==> src/rtl/countdown_timer_pkg.sv <==
// Shared state encodings and default widths for countdown_timer.
package countdown_timer_pkg;

  localparam int DEF_NBITS    = 32;
  localparam int DEF_PS_NBITS = 8;

  typedef enum logic [1:0] {
    ST_IDLE = 2'd0,
    ST_RUN  = 2'd1,
    ST_DONE = 2'd2
  } state_t;

endpackage

==> src/rtl/countdown_timer_tick_prescaler.sv <==
// Free-running divider: tick every max+1 enabled cycles, holds when en=0, clears on clr.
module tick_prescaler #(
  parameter int P_PS_NBITS = 8
) (
  input  logic                  clk,
  input  logic                  reset,
  input  logic                  clr,
  input  logic                  en,
  input  logic [P_PS_NBITS-1:0] max,
  output logic                  tick
);

  logic [P_PS_NBITS-1:0] cnt;

  assign tick = en && (cnt == max);

  always_ff @(posedge clk) begin
    if (!reset)        cnt <= '0;
    else if (clr)      cnt <= '0;
    else if (tick)     cnt <= '0;
    else if (en)       cnt <= cnt + P_PS_NBITS'(1);
  end

endmodule

==> src/rtl/countdown_timer.sv <==
// Prescaled down-counter with load/done handshakes.
// Optional periodic mode under `COUNTDOWN_AUTORELOAD_EN (adds auto_reload input).
module countdown_timer
  import countdown_timer_pkg::*;
#(
  parameter int P_NBITS    = DEF_NBITS,
  parameter int P_PS_NBITS = DEF_PS_NBITS
) (
  input  logic                  clk,
  input  logic                  reset,
  input  logic [P_NBITS-1:0]    load_val,
  input  logic [P_PS_NBITS-1:0] load_prescale,
  input  logic                  load_valid,
  output logic                  load_ready,
`ifdef COUNTDOWN_AUTORELOAD_EN
  input  logic                  auto_reload,
`endif
  input  logic                  pause,
  input  logic                  abort,
  output logic                  done_valid,
  input  logic                  done_ready,
  output logic                  expired,
  output logic                  busy,
  output logic [P_NBITS-1:0]    cnt_value
);

  state_t                state;
  logic [P_PS_NBITS-1:0] ps_max;
  logic                  tick, accept, ps_clr, ps_en;
  logic                  do_reload;
  logic [P_NBITS-1:0]    reload_val;

  assign load_ready = (state == ST_IDLE);
  assign busy       = (state == ST_RUN);
  assign accept     = load_valid && load_ready && !abort;
  assign ps_clr     = accept || abort;
  assign ps_en      = busy && !pause && !abort;

`ifdef COUNTDOWN_AUTORELOAD_EN
  logic reload_en;
  logic [P_NBITS-1:0] reload_q;
  assign do_reload  = reload_en;
  assign reload_val = reload_q;

  always_ff @(posedge clk) begin
    if (!reset) begin
      reload_en <= 1'b0;
      reload_q  <= '0;
    end else if (accept) begin
      reload_en <= auto_reload;
      reload_q  <= load_val;
    end
  end
`else
  assign do_reload  = 1'b0;
  assign reload_val = '0;
`endif

  tick_prescaler #(.P_PS_NBITS(P_PS_NBITS)) u_ps (
    .clk   (clk),
    .reset (reset),
    .clr   (ps_clr),
    .en    (ps_en),
    .max   (ps_max),
    .tick  (tick)
  );

  always_ff @(posedge clk) begin
    if (!reset) begin
      state      <= ST_IDLE;
      cnt_value  <= '0;
      ps_max     <= '0;
      done_valid <= 1'b0;
      expired    <= 1'b0;
    end else if (abort) begin
      state      <= ST_IDLE;
      cnt_value  <= '0;
      done_valid <= 1'b0;
      expired    <= 1'b0;
    end else begin
      expired <= 1'b0;
      case (state)
        ST_IDLE: if (accept) begin
          ps_max <= load_prescale;
          if (load_val != '0) begin
            cnt_value <= load_val;
            state     <= ST_RUN;
          end else begin
            // zero load skips RUN entirely
            cnt_value  <= '0;
            state      <= ST_DONE;
            done_valid <= 1'b1;
            expired    <= 1'b1;
          end
        end
        ST_RUN: if (tick) begin
          if (cnt_value == P_NBITS'(1)) begin
            expired <= 1'b1;
            if (do_reload) begin
              cnt_value <= reload_val;
            end else begin
              cnt_value  <= '0;
              state      <= ST_DONE;
              done_valid <= 1'b1;
            end
          end else begin
            cnt_value <= cnt_value - P_NBITS'(1);
          end
        end
        ST_DONE: if (done_ready) begin
          state      <= ST_IDLE;
          done_valid <= 1'b0;
        end
        default: state <= ST_IDLE;
      endcase
    end
  end

endmodule

==> config.mk <==
export PLATFORM = sky130hd
export DESIGN_NAME = countdown_timer
export DESIGN_NICKNAME = d
export VERILOG_FILES = /design/src/rtl/countdown_timer_pkg.sv /design/src/rtl/countdown_timer_tick_prescaler.sv /design/src/rtl/countdown_timer.sv
export SDC_FILE = /design/constraint.sdc
export NUM_CORES = 1
export LEC_CHECK = 0
export ABC_CLOCK_PERIOD_IN_PS = 3950
export BUFFER_PORTS_ARGS = -buffer_cell sky130_fd_sc_hd__buf_2
export CORE_UTILIZATION = 39
export DETAILED_ROUTE_END_ITERATION = 8
export HOLD_SLACK_MARGIN = 0.1
export MAX_ROUTING_LAYER = met4
export PLACE_DENSITY_LB_ADDON = 0.15
export SYNTH_ARGS = -nofsm -noshare
export SYNTH_HDL_FRONTEND = slang
export SYNTH_HIERARCHICAL = 1
export SYNTH_SLANG_ARGS = --single-unit
==> constraint.sdc <==
create_clock -name clk -period 3.95 [get_ports clk]
set_clock_uncertainty 0.2 [all_clocks]
set_input_delay 0.79 -clock clk [delete_from_list [all_inputs] [get_ports clk]]
set_output_delay 0.79 -clock clk [all_outputs]
set_load 0.02 [all_outputs]
# ---- After elaboration in Yosys (flattened, before gate mapping)
# Index checks and enable logic that the tools add are counted.
dict set report op_classes {
  add_sub_neg 2
  eq_ne 9
  muxes 22
  bitwise_logic 2
  n_reduce_logical 18
}
# operator count
set op_table {}
lappend op_table {{$mux W32} 4}
lappend op_table {{$pmux W32 S2} 1}
lappend op_table {{$eq A32 B1 Y1 const B} 1}
lappend op_table {{$reduce_bool A32 Y1} 1}
lappend op_table {{$sub A32 B1 Y32 const B} 1}
lappend op_table {{$mux W2} 5}
lappend op_table {{$mux W1} 9}
lappend op_table {{$add A8 B1 Y8 const B} 1}
lappend op_table {{$eq A8 B8 Y1} 1}
lappend op_table {{$ne A2 B1 Y1 const B} 3}
lappend op_table {{$pmux W2 S3} 1}
lappend op_table {{$reduce_and A3 Y1} 2}
lappend op_table {{$reduce_and A6 Y1} 1}
lappend op_table {{$logic_and A1 B1 Y1} 5}
lappend op_table {{$ne A2 B2 Y1 const B} 2}
lappend op_table {{$reduce_and A4 Y1} 1}
lappend op_table {{$pmux W1 S3} 1}
lappend op_table {{$reduce_bool A3 Y1} 1}
lappend op_table {{$reduce_or A3 Y1} 1}
lappend op_table {{$eq A2 B1 Y1 const B} 1}
lappend op_table {{$eq A2 B2 Y1 const B} 1}
lappend op_table {{$logic_not A1 Y1} 2}
lappend op_table {{$logic_not A2 Y1} 1}
lappend op_table {{$not A1 Y1} 2}
lappend op_table {{4 further kinds} 4}
dict set report word_totals {
  register_bits 52
  in_bits 46
  output_inout_bits 36
  elab_cells 59
}

# ---- Logic depth before layout (Yosys ltp)
dict set report depth {
  word_depth 6
  depth_mapped 15
  ltp_nobuf 9
}

# ---- Modules after synthesis
# The synthesis kept the hierarchy.
# mod instances cells_each area_per_inst_um2 seq_area_each_um2
set modules_own_cells {}
lappend modules_own_cells {countdown_timer 1 365 2894.0 880.8}
lappend modules_own_cells {tick_prescaler 1 49 439.2 160.2}

# ---- Worst setup path before layout
# No wires, ideal clock.
dict set report synth_path {
  path_type {register -> register}
  startpoint {register state[1]}
  endpoint {register cnt_value[10]}
  setup_time_ns 0.117
  arrival_ns 3.115
  t_required_ns 3.633
  slack_ns 0.518
  stages_incl_launch_ff 15
  n_path_buf 6
  period_less_slack_ns 3.432
  cell_sequence {dfxtp_1 clkbuf_1 nand2b_1 buf_2 buf_1 clkbuf_1 nor3_1 buf_2 nand2_1 nor3_1 and3b_1 nor2_1 nor2_1 clkbuf_1 a32o_1}
}
dict set report synth_via {
  elab_chain_cells 6
  word_cells_on_any_way 12
  classes_between {eq/ne (3); mux (1); reduce/logical (8)}
}
# element line_no
set synth_lines {}
lappend synth_lines {{start, declared} countdown_timer.sv:27} ;# state_t state;
lappend synth_lines {{start signal, assigned} countdown_timer.sv:70} ;# state <= ST_IDLE;
lappend synth_lines {{start signal, assigned} countdown_timer.sv:76} ;# state <= ST_IDLE;
lappend synth_lines {{start signal, assigned} countdown_timer.sv:87} ;# state <= ST_RUN;
lappend synth_lines {{$eq A2 B1 Y1} countdown_timer.sv:34} ;# assign busy = (state == ST_RUN);
lappend synth_lines {{$logic_and A1 B1 Y1 (2 in series)} countdown_timer.sv:37} ;# assign ps_en = busy && !pause && !abort;
lappend synth_lines {{net ps_en} countdown_timer.sv:29} ;# logic tick, accept, ps_clr, ps_en;
lappend synth_lines {{$logic_and A1 B1 Y1} countdown_timer_tick_prescaler.sv:15} ;# assign tick = en && (cnt == max);
lappend synth_lines {{net tick} countdown_timer.sv:29}
lappend synth_lines {{$ne A2 B1 Y1 (no source line)} --}
lappend synth_lines {{$reduce_and A3 Y1 (no source line)} --}
lappend synth_lines {{end signal, assigned} countdown_timer.sv:86} ;# cnt_value <= load_val;
lappend synth_lines {{end signal, assigned} countdown_timer.sv:100} ;# cnt_value <= reload_val;
lappend synth_lines {{end signal, assigned} countdown_timer.sv:107} ;# cnt_value <= cnt_value - P_NBITS'(1);
lappend synth_lines {{end, declared} countdown_timer.sv:24} ;# output logic [P_NBITS-1:0] cnt_value
# The timed path passes the listed nets, and every way through them passes these cells.
# A chain may end at the register's enable or synchronous reset.

# ---- Worst setup path in the final report
dict set report layout_path {
  startpoint {register state[1]}
  endpoint {output port busy}
}
dict set report layout_via {
  elab_chain_cells 1
}
# element line_no
set layout_lines {}
lappend layout_lines {{$eq A2 B1 Y1} countdown_timer.sv:34}
lappend layout_lines {{end, declared} countdown_timer.sv:23} ;# output logic busy,
# No other way between the ends.

==> impl_metrics.json <==
{
  "required_ns": 2.96,
  "wire_per_inst_um": 18.4,
  "crit_cells": 4,
  "grtUsageTotal_pct": 25.5,
  "worstPathArrival_ns": 2.23,
  "ant_nets": 0,
  "post-cts-setup-buffer-count": 0,
  "die_x_um": 94.5,
  "clkLatencyLatePin_ns": 0.31,
  "final_common_cell": "buf_2",
  "critPathBufInv": 3,
  "p_leak_nw": 1.54,
  "core_area_mm2": 0.00826,
  "synth.distinct_cells": 66,
  "totalWireLength_mm": 10.8,
  "outcome": "complete, no violations",
  "initial_core_util_pct": 40.4,
  "ff2ff_path_depth": 5,
  "cts.root.buffer_cell": "clkbuf_8",
  "drt_iter0_markers": 284,
  "rr_startpoint": "cnt_value[16]",
  "synthesis.nets": 463,
  "overflow": 0,
  "start_kind": "flop",
  "routabilityCongestion": 0.871,
  "synth_xor_area_share_pct": 4.20,
  "cp-startpoint": "state[1]",
  "crit_slowest_cell": "dfxtp_1",
  "fillers": 874,
  "postSynthAreaPerCell_um2": 8.05,
  "grt_pass1_vias": 3418,
  "async_flop_share_pct": 0,
  "worstHoldPathCells": 2,
  "seq_area_mm2": 0.00104,
  "detail_route.vias_per_cell": 6.17,
  "yosysWarnings": 6,
  "grt_pass1_wl_mm": 17.1,
  "ys_ff_latch": 52,
  "die-height_um": 94.5,
  "syn-instance-count": 414,
  "io_pins": 82,
  "fmax_mhz": 311,
  "path_clk_slew_ns": 0.10,
  "synthToLayoutAreaGrowth_pct": 17.4,
  "h-tree-depth": 2,
  "min_period_over_period_pct": 81.5,
  "tightestPinTransition_ns": 0.726,
  "peakVddDrop_v": 0.000133,
  "synth_top_area_share_pct": 31.2,
  "hold_ws_ns": 0.284,
  "min-delay-start": "ps_max[5]",
  "drc_errors": 0,
  "fin_crit_ns": 3.22,
  "pre_cts_slack_ns": 0.767,
  "place_hpwl_mm": 7.93,
  "yosys.area_share.simple_pct": 32.8,
  "cap_violations": 0,
  "cts_resized": 0,
  "synth_top_cell_by_area": "dfxtp_1",
  "hold_class": "flop to flop",
  "num_vias": 3637,
  "rsz0062_at_grt": "no",
  "placementRows": 33,
  "slew_headroom_pct": 51.2,
  "cpPeakStageDelay_ns": 0.59,
  "drive_above_1_share_pct": 24.4,
  "setup_violations": 0,
  "tns_ns": 0,
  "hold_violations": 0,
  "cts_tree": "done",
  "worstPathMaxFanout": 46,
  "final_core_util_pct": 47.4,
  "antenna_found_initial": 0,
  "ys_seq_area_share_pct": 31.2,
  "synth.area.mux_share_pct": 0.300,
  "endpoint_kind": "output pin",
  "final_cell_mix": "buf_2, dfxtp_1, nand2_1, nor2_1, nand3_1",
  "setup.worst_path.class": "flop to output pin",
  "synth_compound_gate_area_share_pct": 24.3,
  "synth_edf_count": 0,
  "drt_first_pass_iters": 5,
  "die_area_mm2": 0.00892,
  "grt_max_degree": 47,
  "cts_buffers": 5,
  "clock_path_buffers": 2,
  "syn_area_mm2": 0.00333,
  "multi_input_comb_area_mm2": 0.00209,
  "slew_violations": 0,
  "cts_num_sinks": 52,
  "diodes": 0,
  "synthTopCellsByArea": "dfxtp_1, nand2_1, nor4_1",
  "worst_slack_ns": 0.730,
  "synth_fa_ha_area_share_pct": 1.13,
  "ys.flop_type": "dfxtp_1",
  "synth_top_family_by_area": "simple AND/OR/NAND/NOR gates",
  "io_buffers": 81,
  "critPathTopFamily": "buffers and inverters",
  "nNetsFinal": 532,
  "power_density_mw_per_mm2": 318,
  "cp_cell_sequence": "nand2b_2, buf_4, inv_1, buf_2",
  "holdBufCountCts": 0
}
## layer usage
| metal | GRT usage (%) | up-vias | wire [um] |
|---|---|---|---|
| met5 | - | - | 0 |
| met4 | 8.84 | 0 | 252 |
| met3 | 4.11 | 27 | 818 |
| met2 | 43.2 | 155 | 5250 |
| met1 | 30.7 | 1730 | 4510 |
| li1 | - | 1725 | - |
## report_power, final
| group | switching (mW) | internal (mW) |
|---|---|---|
| combinational | 0.186 | 0.102 |
| clock | 0.193 | 0.208 |
| sequential | 0.0194 | 0.537 |
| total | 0.398 | 0.847 |
## layout make-up
cell class / count / area share [%]
multi-input cells: 321 / 53.5
flip-flops and latches: 52 / 26.6
repair buffers: 91 / 12.3
clock inverters: 2 / 0.991
clock buffers: 6 / 2.11
well taps: 105 / 3.36
inverters: 12 / 1.15
## flip-flops by register name, summed over array words and instances (netlist names)
register	flops
expired	1
cnt_value	32
u_ps/cnt	8
state	2
done_valid	1
ps_max	8
## kinds of logic after synthesis
logic type,Yosys count
and+or+nand+nor,197
adders and majority gates,3
DFF,52
xor gates and xnor gates,16
AOI/OAI and AO/OA,104
buffers and inverters,41
muxes,1
## Yosys cell counts, drive strengths merged, types with 3 or more instances
library cell	number
a32o	6
and3	9
nor2	33
a22oi	3
or4	7
nand2	48
a211oi	3
a32oi	8
o221ai	3
nor3	17
o31ai	3
a41o	3
a21boi	8
inv	12
ha	3
clkbuf	13
dfxtp	52
nand4	15
and2	3
o21ai	12
a22o	3
a31oi	13
nand3	23
nor4	29
o22ai	3
xor2	3
o211ai	4
o2bb2ai	3
a21oi	11
xnor2	13
buf	16
## stage by stage
stage	area (um2)	total power, mW	cells
2_1_floorplan	3330	0.758	414
3_5_place_dp	3790	0.852	581
4_1_cts	3910	1.25	589
5_1_grt	3910	1.30	589
6_report	3910	1.24	589
3_3_place_gp	3790	0.851	581
## worst min-delay path, stage by stage (launching register included)
cell      delay [ns]
dfxtp_1         0.33
nand2_1         0.05
a21boi_0        0.06
## final timing paths
kind                   endpoint  slack, ns
setup / recovery           busy       0.73
hold / removal        ps_max[5]       0.28
setup reg to reg  cnt_value[15]       0.98
hold reg to reg       ps_max[5]       0.28
No activity file was read; power rests on OpenSTA's default activity.
